### config.mk
export PLATFORM = sky130hd
export DESIGN_NAME = reg_file_rename
export DESIGN_NICKNAME = d
export VERILOG_FILES = /design/src/rtl/reg_file_rename_pkg.sv /design/src/rtl/reg_file_rename_read_port.sv /design/src/rtl/reg_file_rename.sv
export SDC_FILE = /design/constraint.sdc
export NUM_CORES = 2
export LEC_CHECK = 0
export CORE_UTILIZATION = 25
export CTS_BUF_LIST = sky130_fd_sc_hd__clkbuf_8
export CTS_CLUSTER_SIZE = 8
export DETAILED_ROUTE_END_ITERATION = 8
export GPL_TIMING_DRIVEN = 0
export SYNTH_ARGS = -nofsm -noshare
export SYNTH_HDL_FRONTEND = slang
export SYNTH_SLANG_ARGS = --single-unit
### constraint.sdc
create_clock -name clk -period 2.7 [get_ports clk]
set_input_delay 0.405 -clock clk [delete_from_list [all_inputs] [get_ports clk]]
set_output_delay 0.405 -clock clk [all_outputs]
set_load 0.05 [all_outputs]
### src/rtl/reg_file_rename_pkg.sv
// Shared sizing defaults for the rename register file, ROB and dispatch.
// Also holds the hard-wired zero register index.
package reg_file_rename_pkg;
  localparam int DEF_LEN     = 32;
  localparam int DEF_REG_NUM = 32;
  localparam int DEF_REG_AW  = $clog2(DEF_REG_NUM);
  localparam int DEF_TAG_W   = 4;
  localparam int ZERO_REG    = 0;
endpackage

### src/rtl/reg_file_rename_read_port.sv
// One registered read port: zero-register handling, commit bypass and flush masking.
// Output is a function of pre-edge state, so a same-edge rename is never seen.
module reg_file_read_port
  import reg_file_rename_pkg::*;
#(
  parameter int LEN     = DEF_LEN,
  parameter int REG_NUM = DEF_REG_NUM,
  parameter int TAG_W   = DEF_TAG_W,
  localparam int REG_AW = $clog2(REG_NUM)
) (
  input  logic                              clk,
  input  logic                              rst,
  input  logic                              rdy_in,
  input  logic [REG_AW-1:0]                 idx,
  input  logic [REG_NUM-1:0][LEN-1:0]       values,
  input  logic [REG_NUM-1:0]                busy,
  input  logic [REG_NUM-1:0][TAG_W-1:0]     tags,
  input  logic                              commit_flag,
  input  logic [REG_AW-1:0]                 commit_rd,
  input  logic [TAG_W-1:0]                  commit_tag,
  input  logic [LEN-1:0]                    commit_data,
  input  logic                              flush,
  output logic [LEN-1:0]                    data,
  output logic                              data_busy,
  output logic [TAG_W-1:0]                  data_tag
);

  logic [LEN-1:0]   nxt_data;
  logic             nxt_busy;
  logic [TAG_W-1:0] nxt_tag;

  always_comb begin
    nxt_data = values[idx];
    nxt_busy = busy[idx];
    nxt_tag  = tags[idx];
    if (idx == REG_AW'(ZERO_REG)) begin
      nxt_data = '0;
      nxt_busy = 1'b0;
    end else if (commit_flag && (commit_rd == idx)) begin
      nxt_data = commit_data;
      // Only the newest producer committing releases the register.
      if (busy[idx] && (tags[idx] == commit_tag)) begin
        nxt_busy = 1'b0;
      end else begin
        nxt_busy = busy[idx];
      end
    end else begin
      nxt_data = values[idx];
    end
    if (flush) begin
      nxt_busy = 1'b0;
    end else begin
      nxt_busy = nxt_busy;
    end
    if (!nxt_busy) begin
      nxt_tag = '0;
    end else begin
      nxt_tag = nxt_tag;
    end
  end

  always_ff @(posedge clk or negedge rst) begin
    if (!rst) begin
      data      <= '0;
      data_busy <= 1'b0;
      data_tag  <= '0;
    end else if (rdy_in) begin
      data      <= nxt_data;
      data_busy <= nxt_busy;
      data_tag  <= nxt_tag;
    end
  end

endmodule

### src/rtl/reg_file_rename.sv
// Architectural register file with per-entry busy bit and producer ROB tag.
// Commit writes values, rename marks producers, flush drops all rename state.
module reg_file_rename
  import reg_file_rename_pkg::*;
#(
  parameter int LEN     = DEF_LEN,
  parameter int REG_NUM = DEF_REG_NUM,
  parameter int TAG_W   = DEF_TAG_W,
  localparam int REG_AW = $clog2(REG_NUM)
) (
  input  logic              clk,
  input  logic              rst,
  input  logic              rdy_in,
  input  logic [REG_AW-1:0] rs1,
  input  logic [REG_AW-1:0] rs2,
  input  logic              rename_flag,
  input  logic [REG_AW-1:0] rename_rd,
  input  logic [TAG_W-1:0]  rename_tag,
  input  logic              commit_flag,
  input  logic [REG_AW-1:0] commit_rd,
  input  logic [TAG_W-1:0]  commit_tag,
  input  logic [LEN-1:0]    commit_data,
  input  logic              flush,
  output logic [LEN-1:0]    rs1_data,
  output logic [LEN-1:0]    rs2_data,
  output logic              rs1_busy,
  output logic              rs2_busy,
  output logic [TAG_W-1:0]  rs1_tag,
  output logic [TAG_W-1:0]  rs2_tag
);

  logic [REG_NUM-1:0][LEN-1:0]   values;
  logic [REG_NUM-1:0]            busy;
  logic [REG_NUM-1:0][TAG_W-1:0] tags;

  // Entry 0 is only ever touched by reset, so it stays zero and idle.
  always_ff @(posedge clk or negedge rst) begin
    if (!rst) begin
      values <= '0;
      busy   <= '0;
      tags   <= '0;
    end else if (rdy_in) begin
      for (int i = 1; i < REG_NUM; i++) begin
        if (commit_flag && (commit_rd == REG_AW'(i))) begin
          values[i] <= commit_data;
        end
        // Flush beats rename; rename beats a same-edge commit release.
        if (flush) begin
          busy[i] <= 1'b0;
          tags[i] <= '0;
        end else if (rename_flag && (rename_rd == REG_AW'(i))) begin
          busy[i] <= 1'b1;
          tags[i] <= rename_tag;
        end else if (commit_flag && (commit_rd == REG_AW'(i)) && busy[i]
                     && (tags[i] == commit_tag)) begin
          busy[i] <= 1'b0;
        end
      end
    end
  end

  reg_file_read_port #(.LEN(LEN), .REG_NUM(REG_NUM), .TAG_W(TAG_W)) u_port1 (
    .clk(clk), .rst(rst), .rdy_in(rdy_in), .idx(rs1),
    .values(values), .busy(busy), .tags(tags),
    .commit_flag(commit_flag), .commit_rd(commit_rd), .commit_tag(commit_tag),
    .commit_data(commit_data), .flush(flush),
    .data(rs1_data), .data_busy(rs1_busy), .data_tag(rs1_tag)
  );

  reg_file_read_port #(.LEN(LEN), .REG_NUM(REG_NUM), .TAG_W(TAG_W)) u_port2 (
    .clk(clk), .rst(rst), .rdy_in(rdy_in), .idx(rs2),
    .values(values), .busy(busy), .tags(tags),
    .commit_flag(commit_flag), .commit_rd(commit_rd), .commit_tag(commit_tag),
    .commit_data(commit_data), .flush(flush),
    .data(rs2_data), .data_busy(rs2_busy), .data_tag(rs2_tag)
  );

endmodule
==> flow_summary_export.csv <==
group,metric,value,unit
critical_path,cp_data_arrival_time,3.79,ns
critical_path,crit_family,"buffers and inverters",
routing,vias,47870,
floorplan,rows,189,
pwr,p_clk_frac,0.350,
synthesis,syn_avg_cell_area,14.6,sq um
placed_design,postPlaceCellArea,72700,sq um
clock_tree,cts_buffers,216,
floorplan,die_area,269000,sq um
critical_path,critPathKind,"input pin to register",
global_route,overflow,0,
run_status,violations,"design-rule violations, negative hold slack, max-capacitance violations, max-slew violations, negative setup slack",
clock_tree,tritoncts,"built",
timing,max_freq,343,MHz
timing,fin_skew,0.0701,ns
floorplan,ioPinCount,140,
clock_tree,clockBufferDepth,3,
floorplan,die_w,518,um
timing,slew_headroom,-0.0299,
critical_path,slowest_stage,"clkdlybuf4s50_1",
routing,drtIter0Drc,5983,
floorplan,coreArea,265000,sq um
routing,wl_per_cell,32.3,um
clock_tree,clk_latency,1.03,ns
synthesis,ys_warn_count,37,
timing,fin_ws,-0.219,ns
pwr,powerDensity,660,nW/um^2
global_route,busiest_layer,"met2",
synthesis,synthDistinctLibCells,59,
pwr,combinationalPowerShare,0.212,
global_route,grt_pass1_wl,388,mm
timing,worstMarginPinSlew,1.54,ns
clock_tree,cts-root-buf,"clkbuf_8",
pwr,p_leak,33.7,nW
synthesis,syn-cell-area,66600,sq um
synthesis,synth_edf_count,0,
timing,min_period,2.92,ns
critical_path,reg2reg_slack,0.06,ns
clock_tree,cts_hold_buf,5,
routing,routed_via_density,5.52,
routing,dr.pass1.iters,8,
critical_path,worstPathCellList,"clkdlybuf4s50_1, clkbuf_1, nand2_1, nor2_2, buf_8, clkbuf_2, mux2_2",
placed_design,hpwl,191,mm
pwr,internal_power,35.4,mW
worst_hold_path,min_path_type,"input pin to async pin",
critical_path,cp_max_fo,12,
pwr,switching_share,0.312,
global_route,use_met3,0.0611,
synthesis,seq_area_frac_synth,0.459,
synthesis,synth_seq_cells,1221,
synthesis,synthArstFlopShare,1.00,
floorplan,initial_utilization,0.251,
timing,min_period_over_period,1.08,
pwr,power_switching,16.1,mW
pwr,p_total,51.5,mW
cells_and_area,drive_above_1_share,0.475,
timing,maxSlewViolCount,11,
cells_and_area,final_nets,5014,
routing,final_antenna_net_count,0,
run_status,status,"complete, but fails checks",
critical_path,slowest_delay,0.71,ns
timing,rsz0062_at_grt,"yes",
global_route,grt_pass1_vias,48618,
timing,hold_viol_final,128,
flow_run,drv_cap,1,
pwr,irDropWorstVdd,0.000567,V
global_route,grtUsageMet1,0.258,
clock_tree,htreeDepth,4,
global_route,grt.total_usage,0.205,
placed_design,portBuffers,125,
placed_design,place_congestion,0.947,
cells_and_area,area_growth,17.2,%
routing,routed_wl,280,mm
cells_and_area,final_area,78100,sq um
timing,finalSetupViolations,259,
routing,drc_errors,64,
floorplan,die_h,518,um
clock_tree,path_clk_slew,0.06,ns
timing,holdWs,-0.323,ns
synthesis,synth_flop_cell,"dfrtp_1",
pwr,seqPwrFrac,0.439,
synthesis,synth_nets,4643,
critical_path,required,3.57,ns
global_route,use_met2,0.307,
critical_path,cp-start-kind,"input pin",
clock_tree,cts.sinks,1221,
critical_path,crit_buf_inv,4,
global_route,antenna_found_initial,26,
global_route,grt_max_degree,177,
critical_path,end_kind,"register",
synthesis,synthCells,4577,
[through the flow]
stage / util / TNS [ns] / hold slack (ns) / worst slack, ns / cells
6_report: 0.295 / -17.73 / -0.323 / -0.219 / 8665
5_1_grt: 0.295 / -4.47 / -0.262 / -0.130 / 8659
4_1_cts: 0.294 / -0.419 / -0.308 / -0.0609 / 8647
3_5_place_dp: 0.274 / -1662.35 / 0.357 / -2.45 / 8250
3_3_place_gp: 0.273 / - / 0.498 / -54.57 / 8235
2_1_floorplan: - / 0 / 0.109 / 0.0323 / 4577
[timing repair]
action / CTS / global route
gates resized for setup: 274 / 86
hold endpoints to repair: 317 / 128
cloned: 3 / 0
endpoints found under the setup margin: 858 / 402
pin swaps: 2 / 4
buffers inserted: 4 / 6
[logic make-up (layout without fill, tap and decap cells)]
family | Yosys count | count (layout) | synth area share
muxes | 1857 | 1857 | 0.419
buffers and inverters | 538 | 1082 | 0.0339
xor gates and xnor gates | 140 | 140 | 0.0184
and+or+nand+nor | 400 | 400 | 0.0279
DFF | 1221 | 1221 | 0.459
other | 0 | 11 | 0
AOI/OAI and AO/OA | 421 | 421 | 0.0418
[worst register-to-register path: stages, from the launching register on]
cell	delay, ns
dfrtp_1	0.48
mux4_2	0.57
nand2_1	0.10
o21ai_0	0.21
a211oi_2	0.37
xnor2_1	0.16
nor4_4	0.33
buf_4	0.21
o22ai_1	0.07
[cell usage in the layout (no fill, tap or decap), types with 98 or more instances in the layout]
| cell | Yosys | final |
|---|---|---|
| nand2_1 | 128 | 125 |
| clkbuf_8 | 0 | 273 |
| clkbuf_1 | 272 | 168 |
| mux2_2 | 1121 | 1121 |
| nor2_1 | 131 | 114 |
| xor2_1 | 102 | 101 |
| mux4_2 | 636 | 636 |
| inv_1 | 82 | 163 |
| dfrtp_1 | 1221 | 1220 |
| mux2i_1 | 100 | 98 |
[per-layer routing]
| metal | routed length [um] | part of all wire | vias to the layer above |
|---|---|---|---|
| met5 | 162 | 0.00058 | - |
| met4 | 19400 | 0.070 | 26 |
| met3 | 28700 | 0.10 | 870 |
| met2 | 124000 | 0.44 | 2945 |
| met1 | 108000 | 0.38 | 25696 |
| li1 | - | - | 18333 |
[final cells by class]
type                       count  area (sq um)
fill                       26517        187000
multi-input combinational   2818         34000
sequential                  1221         30600
tap                         3533          4420
clock buffer                 273          3760
buffer                       449          2440
timing repair buffer         159          1850
clock inverter               118           686
inverter                      83           317
antenna                       11          27.5
[synthesized netlist by cell type (7+ instances only)]
cell type	number	area, sq um
a211oi_1	19	143
a21oi_1	72	360
a22o_1	69	604
a22oi_1	9	67.6
a31o_2	17	149
a31oi_1	10	62.6
buf_1	47	176
buf_2	117	586
buf_4	14	105
clkbuf_1	272	1020
dfrtp_1	1221	30600
inv_1	82	308
mux2_2	1121	12600
mux2i_1	100	1000
mux4_2	636	14300
nand2_1	128	480
nand2b_1	16	100
nand3_1	16	80.1
nand4_1	18	113
nor2_1	131	492
nor2b_1	22	138
nor3_1	23	115
nor4_1	17	106
o21a_1	13	97.6
o21ai_0	76	380
o21ai_1	19	95.1
o22ai_1	77	482
o31ai_1	9	67.6
o32ai_1	7	61.3
xnor2_1	38	333
xor2_1	102	893
[power by group through the flow]
stage | Clock (mW) | Combinational [mW] | Sequential, mW
floorplan | 0 | 6.53 | 22.9
global placement | 0 | 10.3 | 22.7
detailed placement | 0 | 10.7 | 22.8
CTS | 18.1 | 10.8 | 22.5
global route | 19.0 | 11.4 | 22.9
finish | 18.0 | 10.9 | 22.6
[final timing paths]
check,from,end,cells after the start
hold / removal,rst,values[464],4
max in group asynchronous,rst,values[63],8
setup / recovery,commit_rd[3],values[419],7
hold reg to reg,values[583],values[583],1
setup reg to reg,tags[27],u_port1.data_tag[1],8
min in group clk,commit_data[10],values[426],2
[sequential cells by signal, indices dropped and copies added, names as in the netlist]
name and flops:
u_port2.data 32, u_port2.data_tag 4, tags 124, values 992, u_port1.data_tag 4, u_port1.data_busy 1
busy 31, u_port1.data 32, u_port2.data_busy 1
Power figures use the tool's default switching activity.
